**src/rtl/insert_metadata_pkg.sv**
```systemverilog
// Shared definitions for the transmit-side metadata inserter: FSM encoding,
// timestamp width and the byte strobe used on the metadata beat.
package insert_metadata_pkg;

    typedef enum logic [1:0] {
        IDLE   = 2'd0,
        WR_PKT = 2'd1,
        BYPASS = 2'd2
    } state_t;

    localparam int TS_WIDTH = 32;

    // Metadata beat carries only the timestamp bytes.
    localparam logic [TS_WIDTH/8-1:0] META_TSTRB = '1;

endpackage

```
**src/rtl/insert_metadata_fallthrough_small_fifo.sv**
```systemverilog
// Small fall-through FIFO: registered write, head visible combinationally on dout.
// Latency: 1 cycle from write to head valid; read is same-cycle on rd_en.
// Backpressure: nearly_full at DEPTH-1 entries; writes when full are dropped.
module fallthrough_small_fifo #(
    parameter int WIDTH          = 72,
    parameter int MAX_DEPTH_BITS = 3
) (
    input  logic             clk,
    input  logic             reset,
    input  logic [WIDTH-1:0] din,
    input  logic             wr_en,
    input  logic             rd_en,
    output logic [WIDTH-1:0] dout,
    output logic             nearly_full,
    output logic             empty
);

    localparam int DEPTH = 1 << MAX_DEPTH_BITS;
    localparam logic [MAX_DEPTH_BITS:0] DEPTH_V   = DEPTH[MAX_DEPTH_BITS:0];
    localparam logic [MAX_DEPTH_BITS:0] NEARLY_V  = DEPTH_V - 1'b1;

    logic [WIDTH-1:0]          mem [DEPTH];
    logic [MAX_DEPTH_BITS-1:0] wr_ptr;
    logic [MAX_DEPTH_BITS-1:0] rd_ptr;
    logic [MAX_DEPTH_BITS:0]   depth;
    logic                      full;
    logic                      wr_ok;
    logic                      rd_ok;

    assign full        = (depth == DEPTH_V);
    assign empty       = (depth == '0);
    assign nearly_full = (depth >= NEARLY_V);
    assign wr_ok       = wr_en && !full;
    assign rd_ok       = rd_en && !empty;
    assign dout        = mem[rd_ptr];

    always_ff @(posedge clk) begin
        if (wr_ok) begin
            mem[wr_ptr] <= din;
        end
    end

    always_ff @(posedge clk) begin
        if (reset) begin
            wr_ptr <= '0;
            rd_ptr <= '0;
            depth  <= '0;
        end else begin
            if (wr_ok) wr_ptr <= wr_ptr + 1'b1;
            if (rd_ok) rd_ptr <= rd_ptr + 1'b1;
            case ({wr_ok, rd_ok})
                2'b10:   depth <= depth + 1'b1;
                2'b01:   depth <= depth - 1'b1;
                default: ;
            endcase
        end
    end

endmodule

```
**src/rtl/insert_metadata.sv**
```systemverilog
// Prepends a metadata beat carrying the tuser timestamp to each packet, then clears that field.
// Latency: metadata beat valid 1 cycle after first beat is accepted; data beats fall through.
// Backpressure: s_axis_tready drops at 3 buffered beats; head held until m_axis_tready.
module insert_metadata
    import insert_metadata_pkg::*;
#(
    parameter int C_M_AXIS_DATA_WIDTH  = 512,
    parameter int C_S_AXIS_DATA_WIDTH  = 512,
    parameter int C_M_AXIS_TUSER_WIDTH = 128,
    parameter int C_S_AXIS_TUSER_WIDTH = 128,
    parameter int C_TUSER_TIMESTAMP_POS = 32
) (
    input  logic                                 axi_aclk,
    input  logic                                 axi_reset,
    input  logic                                 sw_rst,

    input  logic [C_S_AXIS_DATA_WIDTH-1:0]       s_axis_tdata,
    input  logic [C_S_AXIS_DATA_WIDTH/8-1:0]     s_axis_tstrb,
    input  logic [C_S_AXIS_TUSER_WIDTH-1:0]      s_axis_tuser,
    input  logic                                 s_axis_tvalid,
    input  logic                                 s_axis_tlast,
    output logic                                 s_axis_tready,

    output logic [C_M_AXIS_DATA_WIDTH-1:0]       m_axis_tdata,
    output logic [C_M_AXIS_DATA_WIDTH/8-1:0]     m_axis_tstrb,
    output logic [C_M_AXIS_TUSER_WIDTH-1:0]      m_axis_tuser,
    output logic                                 m_axis_tvalid,
    output logic                                 m_axis_tlast,
    input  logic                                 m_axis_tready,

    input  logic                                 im_enable,
    output logic [31:0]                          pkt_count
);

    localparam int DW     = C_S_AXIS_DATA_WIDTH;
    localparam int UW     = C_S_AXIS_TUSER_WIDTH;
    localparam int FIFO_W = DW + UW + DW/8 + 1;
    localparam logic [UW-1:0] TS_MASK =
        {{(UW-TS_WIDTH){1'b0}}, {TS_WIDTH{1'b1}}} << C_TUSER_TIMESTAMP_POS;

    logic              rst;
    logic              fifo_wr_en;
    logic              fifo_rd_en;
    logic              fifo_nearly_full;
    logic              fifo_empty;
    logic [FIFO_W-1:0] fifo_dout;

    logic [DW-1:0]       head_dat;
    logic [DW/8-1:0]     head_strb;
    logic [UW-1:0]       head_user;
    logic                head_last;
    logic [UW-1:0]       head_user_clr;
    logic [TS_WIDTH-1:0] head_ts;

    state_t state;
    state_t state_nxt;

    assign rst           = axi_reset || sw_rst;
    assign s_axis_tready = !fifo_nearly_full && !rst;
    assign fifo_wr_en    = s_axis_tvalid && s_axis_tready;

    fallthrough_small_fifo #(
        .WIDTH          (FIFO_W),
        .MAX_DEPTH_BITS (2)
    ) u_in_fifo (
        .clk         (axi_aclk),
        .reset       (rst),
        .din         ({s_axis_tlast, s_axis_tstrb, s_axis_tuser, s_axis_tdata}),
        .wr_en       (fifo_wr_en),
        .rd_en       (fifo_rd_en),
        .dout        (fifo_dout),
        .nearly_full (fifo_nearly_full),
        .empty       (fifo_empty)
    );

    assign {head_last, head_strb, head_user, head_dat} = fifo_dout;
    assign head_ts       = head_user[C_TUSER_TIMESTAMP_POS +: TS_WIDTH];
    assign head_user_clr = head_user & ~TS_MASK;

    always_ff @(posedge axi_aclk) begin
        if (rst) begin
            state <= IDLE;
        end else begin
            state <= state_nxt;
        end
    end

    // The metadata beat is built from the head without popping it.
    always_comb begin
        state_nxt = state;
        if (!fifo_empty) begin
            case (state)
                IDLE: begin
                    if (!im_enable)         state_nxt = BYPASS;
                    else if (m_axis_tready) state_nxt = WR_PKT;
                end
                WR_PKT, BYPASS: begin
                    if (m_axis_tready && head_last) state_nxt = IDLE;
                end
                default: state_nxt = IDLE;
            endcase
        end
    end

    always_comb begin
        m_axis_tvalid = 1'b0;
        m_axis_tdata  = '0;
        m_axis_tstrb  = '0;
        m_axis_tuser  = '0;
        m_axis_tlast  = 1'b0;
        fifo_rd_en    = 1'b0;
        if (!rst && !fifo_empty) begin
            case (state)
                IDLE: begin
                    if (im_enable) begin
                        m_axis_tvalid                 = 1'b1;
                        m_axis_tdata[TS_WIDTH-1:0]    = head_ts;
                        m_axis_tstrb[TS_WIDTH/8-1:0]  = META_TSTRB;
                        m_axis_tuser                  = head_user;
                    end
                end
                WR_PKT, BYPASS: begin
                    m_axis_tvalid = 1'b1;
                    m_axis_tdata  = head_dat;
                    m_axis_tstrb  = head_strb;
                    m_axis_tuser  = (state == WR_PKT) ? head_user_clr : head_user;
                    m_axis_tlast  = head_last;
                    fifo_rd_en    = m_axis_tready;
                end
                default: ;
            endcase
        end
    end

    always_ff @(posedge axi_aclk) begin
        if (rst) begin
            pkt_count <= '0;
        end else if (state == WR_PKT && fifo_rd_en && head_last) begin
            pkt_count <= pkt_count + 32'd1;
        end
    end

endmodule

```
**config.mk**
```make
export PLATFORM = sky130hd
export DESIGN_NAME = insert_metadata
export DESIGN_NICKNAME = d
export VERILOG_FILES = /design/src/rtl/insert_metadata_pkg.sv /design/src/rtl/insert_metadata_fallthrough_small_fifo.sv /design/src/rtl/insert_metadata.sv
export SDC_FILE = /design/constraint.sdc
export NUM_CORES = 2
export LEC_CHECK = 0
export CORE_AREA = 8 8 562 564
export DETAILED_ROUTE_END_ITERATION = 6
export DIE_AREA = 0 0 570 572
export DONT_BUFFER_PORTS = 1
export PLACE_DENSITY = 0.48
export SYNTH_ARGS = -nofsm -noshare
export SYNTH_HDL_FRONTEND = slang
export SYNTH_SLANG_ARGS = --single-unit
```
**constraint.sdc**
```tcl
create_clock -name axi_aclk -period 26.5 [get_ports axi_aclk]
set_input_delay 2.65 -clock axi_aclk [delete_from_list [all_inputs] [get_ports axi_aclk]]
set_output_delay 2.65 -clock axi_aclk [all_outputs]
set_load 0.01 [all_outputs]
```
== After elaboration in Yosys (flattened, before gate mapping) ==
Memory sizes are Yosys's and may differ from the RTL's. A register that Yosys moved wholly into a read port is not among the register bits.
Index checks and enable logic that the tools add are counted.

* Equality and inequality tests: 7
* Bitwise logic cells: 1
* $add $sub $neg: 5
* Mux-type cells: 28
* Order comparisons: 1
* Reductions and logical operators: 18

{| class="wikitable"
|+ Operators with widths
! kind !! count
|-
| 512-bit 2-to-1 mux || 1
|-
| 480-bit 2-to-1 mux || 1
|-
| 128-bit 2-to-1 mux || 2
|-
| 128-bit one-hot mux with 2 select lines || 1
|-
| 64-bit 2-to-1 mux || 2
|-
| 32-bit one-hot mux with 2 select lines || 1
|-
| 60-bit 2-to-1 mux || 1
|-
| 32-bit by 1-bit adder with 32-bit output (second input constant) || 1
|-
| 32-bit 2-to-1 mux || 1
|-
| 2-bit 2-to-1 mux || 5
|-
| 1-bit logical AND || 8
|-
| 1-bit 2-to-1 mux || 8
|-
| 4-bit one-hot mux with 2 select lines || 1
|-
| 3-bit one-hot mux with 2 select lines || 1
|-
| 2-bit by 1-bit adder with 2-bit output (second input constant) || 2
|-
| 2-bit by 1-bit == test with 1-bit output (second input constant) || 2
|-
| 2-bit == test (second input constant) || 2
|-
| 1-bit logical NOT || 4
|-
| 4-bit 2-to-1 mux || 1
|-
| 2-bit one-hot mux with 2 select lines || 1
|-
| 3-bit by 1-bit adder with 3-bit output (second input constant) || 1
|-
| 3-bit == test (second input constant) || 1
|-
| 3-bit by 2-bit greater-or-equal comparator with 1-bit output (second input constant) || 1
|-
| 3-bit logical NOT || 1
|-
| other kinds (10) || 10
|}

* Output and inout port bits: 739
* Memory bits (writable): 2820
* Word-level logic and storage cells: 66
* Input bits: 711
* Memories kept: 1
* Flip-flop bits (word level): 41

{| class="wikitable"
|+ Memory list
! name !! words !! bits a word !! rd ports !! clocked after memory_dff !! write ports !! RTL line !! RTL
|-
| u_in_fifo.mem || 4 || 705 || 1 || 1 || 1 || insert_metadata_fallthrough_small_fifo.sv:22 || <nowiki>logic [WIDTH-1:0] mem [DEPTH];</nowiki>
|}

== Longest topological paths before layout ==
* Word-level depth: 7
* Gate-level depth with buffers: 11
* Depth with buffers taken out: 10

== By module ==
Synthesis repeated with hierarchy kept, for this count alone.

* Cell total of the unflattened synthesis: 4768
* Area, all modules: 108778.1 µm²

{| class="wikitable"
|+ By module, submodules not included
! module !! cells each !! area each (µm²) !! instances
|-
| fallthrough_small_fifo || 3736 || 102168.0 || 1
|-
| insert_metadata || 1032 || 6610.1 || 1
|}

== Worst setup path after synthesis ==
Ideal clock, no wire load.

* Path type: input -> register
* Start point: input sw_rst
* End point: memory u_in_fifo.mem[0][0] (netlist bit) (enable)
* Stages: 4
* Setup time: 1172 ps
* Path slack: 5580 ps
* Buffers on the path: 1
* Arrival: 19748 ps
* Required time: 25328 ps
* Cell sequence: or2_1 clkbuf_1 a211oi_1 and3_1

* Longest elaborated chain between the ends: 7

{| class="wikitable"
|+ Ends and longest elaborated chain
! item !! RTL line !! RTL
|-
| start, declared || insert_metadata.sv:15 || <nowiki>input logic sw_rst,</nowiki>
|-
| 1-bit logical OR || insert_metadata.sv:58 || <nowiki>assign rst = axi_reset || sw_rst;</nowiki>
|-
| 1-bit logical NOT || insert_metadata.sv:59 || <nowiki>assign s_axis_tready = !fifo_nearly_full && !rst;</nowiki>
|-
| 1-bit logical AND || insert_metadata.sv:59 ||
|-
| named net s_axis_tready || insert_metadata.sv:22 || <nowiki>output logic s_axis_tready,</nowiki>
|-
| 1-bit logical AND || insert_metadata.sv:60 || <nowiki>assign fifo_wr_en = s_axis_tvalid && s_axis_tready;</nowiki>
|-
| 1-bit logical AND || insert_metadata_fallthrough_small_fifo.sv:33 || <nowiki>assign wr_ok = wr_en && !full;</nowiki>
|-
| 1-bit 2-to-1 mux || insert_metadata_fallthrough_small_fifo.sv:38 || <nowiki>if (wr_ok) begin</nowiki>
|-
| 1-bit 2-to-1 mux (implied by the code) || insert_metadata_fallthrough_small_fifo.sv:39 || <nowiki>mem[wr_ptr] <= din;</nowiki>
|-
| end, declared || insert_metadata_fallthrough_small_fifo.sv:22 ||
|}

The timed path passes the listed nets, and every way through them passes these cells.

==> impl_results.md <==
* Outcome: finished, final reports clean
* WHS Path Cells at 2
* Synthesized cell area at 108000 µm²
* Initial Util at 35.3%
* Critical path's top delay family: buffers and inverters
* CP Capture Type: output pin
* Buffer depth of the longest clock path at 4
* Total gr overflow at 0
* 1st-iter DRT viols at 3799
* Maximum fanout along the worst path at 56
* Routed len/inst at 34.4 µm
* Unique cell type count in the Yosys netlist at 38
* RSZ-0062 raised after global routing: false
* Initial antenna violation count at 23
* Io pins at 1450
* Startpoint Class: register
* First-pass detailed-route iteration total at 5
* Syn Inst Count at 4822
* FF-to-FF setup slack at 19.89 ns
* Yosys warns at 0
* Final Cycle Share at 35.2%
* WP buf/inv at 5
* Slew Viols, Final at 0
* Non-filler cells in the finished layout at 9275
* Hold Violations, Final at 0
* CTS tree: built
* Worst-Margin Slew at 1.17 ns
* Critical-path cell list: buf_4, buf_4, buf_4, buf_4, buf_4, mux4_2, and3_1
* Vias at 49600
* Number of port buffers at 0
* Min cycle time layout at 9.33 ns
* CP max stage delay at 0.92 ns
* Part of the Yosys area used for sequential elements at 78.8%
* Yosys top cell area share at 78.1%
* Pre-CTS setup slack at 16.74 ns
* Ys async rst share at 0%
* Worst Path Required at 23.85 ns
* CTS Buf Count at 314
* DRC Markers at 0
* First-pass GRT wire length at 435000 µm
* Htree depth at 5
* Placed cells at 8706
* Final worst slack at 17.17 ns
* Crit-path most repeated cell: buf_4
* Die Span Y at 572 µm
* Die X at 570 µm
* Setup-failing EPs final at 0
* Cts repair resizes at 0
* Post-CTS Setup Bufs at 0
* Max_cap viols at 0
* Post-Synthesis Net Count at 5543
* Relative slew slack at 22.0%
* Main synth FF type: edfxtp_1
* Synth area leader: edfxtp_1
* Maximum vdd drop at 0.0621 mV
* Post-DRT Antenna Nets at 0
* Worst Clk Skew at 0.0416 ns
* Synth Register Bits at 2863
* Setup TNS Final at 0 ns
* Total Nets Final at 5623
* Synth Area per Inst at 22.5 µm²
* EDFF count, synth at 2820
* Worst-path clk slew at 0.05 ns
* Worst endpoint data arrival time at 6.68 ns
* Power Density at 75.5 nW/µm²
* Tot GR Track Use at 18.8%
* Most frequent cells in the layout: edfxtp_1, mux4_2, and3_1, clkbuf_16, nor2b_1
* Area growth from synthesis to layout at 13.4%
* Most common cell after layout, fill and taps aside: edfxtp_1
* Type of the worst setup path: register to output pin
* Slowest cell on crit path: dfxtp_4
* Vias per inst at 5.35
* Overall power at 9290 µW
* Worst Reg-to-Reg Cells at 7
* Num Clock Sinks at 2863
* Final HPWL DP at 211000 µm
* Clock Latency Late Sink at 0.89 ns
* Pleak at 0.0384 µW
* Post-CTS Hold Buffers at 0
* Fraction of layout cells with a size suffix above 1 at 23.2%
* Clock root buffer: clkbuf_16
* Number of global-route vias before repair at 52100
* Largest cells by area after synthesis: edfxtp_1, mux4_2, and3_1
* Hold slack at 0.495 ns
* HP Class: register to register
* Row cnt at 204
* Achievable Freq at 107 MHz
* Final GP Congestion at 0.823
* Largest net degree at the start of global routing at 237
* Stages on worst setup path at 7
* Area of the core at 307000 µm²
* Routed WL at 319000 µm
* Die ar. at 326000 µm²
==> registers in the layout, indices dropped and copies added (netlist names), named ones only <==
name,flops
u_in_fifo.mem,2820
pkt_count,32
u_in_fifo.depth,3
state,2
u_in_fifo.rd_ptr,2
u_in_fifo.wr_ptr,2
==> synth_stat cells (all sizes together), types with 7 or more instances <==
library cell / count
nand2: 13
xor2: 16
nor2: 73
buf: 94
a22oi: 32
dfxtp: 43
inv: 14
clkbuf: 218
or3: 10
nor4: 9
and3: 547
and2: 35
xnor2: 12
nand4: 17
o21ai: 7
ha: 9
edfxtp: 2820
nor2b: 96
mux4: 705
nand3: 15
a21oi: 13
==> per-stage QoR <==
| step | cell area [µm²] | util [%] |
|---|---|---|
| floorplan | 108000 | - |
| global placement | 113000 | 36.9 |
| detailed placement | 113000 | 36.9 |
| CTS | 123000 | 40.1 |
| global route | 123000 | 40.1 |
| finish | 123000 | 40.1 |
==> worst paths after layout <==
| check | from | end |
|---|---|---|
| setup / recovery | register | m_axis_tdata[145] |
| hold / removal | u_in_fifo.wr_ptr[1] | u_in_fifo.wr_ptr[1] |
| setup reg to reg | u_in_fifo.depth[1] | u_in_fifo.mem[1][145] |
| hold reg to reg | u_in_fifo.wr_ptr[1] | u_in_fifo.wr_ptr[1] |
==> cells by family after synthesis <==
kind of cell | count (synthesis) | synth area share (%)
AND/OR/NAND/NOR | 831 | 4.59
flip-flops | 2863 | 78.8
multiplexers | 707 | 14.7
AO/OA/AOI/OAI | 57 | 0.349
XOR/XNOR | 28 | 0.226
adder cells (fa/ha/maj) | 10 | 0.122
buffers and inverters | 326 | 1.21
==> layout make-up <==
class                   instances  area (µm²)
clock inverters               148        1430
multi-input cells            1633       21700
clock buffers                 415        8380
fillers                     27100      184000
inverters                      14        52.6
repair buffers                 76         771
flip-flops and latches       2863       85500
diodes                          6        15.0
well taps                    4120        5150
==> layer usage <==
| metal | track usage [%] | part of all wire [%] | vias up |
|---|---|---|---|
| met5 | 0 | 0.0066 | - |
| met3 | 8.92 | 12 | 423 |
| met2 | 31.6 | 49 | 1949 |
| met1 | 21.6 | 36 | 26900 |
| met4 | 5.03 | 2.8 | 4 |
| li1 | - | - | 20400 |
==> tightest hold or removal path: cells and delay by family, from the launching register on <==
family | cells | cell delay, ns
flops | 1 | 0.33
simple gates | 1 | 0.06
compound gates | 1 | 0.05
==> where the power goes <==
group	switching, µW	leakage [µW]	total (µW)	internal, µW
sequential	7.62	0.0258	5030	5020
combinational	62.1	0.00788	94.6	32.4
clock	1770	0.00474	4170	2410
total	1840	0.0384	9290	7460
Note: power is estimated with default switching activity, not from simulation.
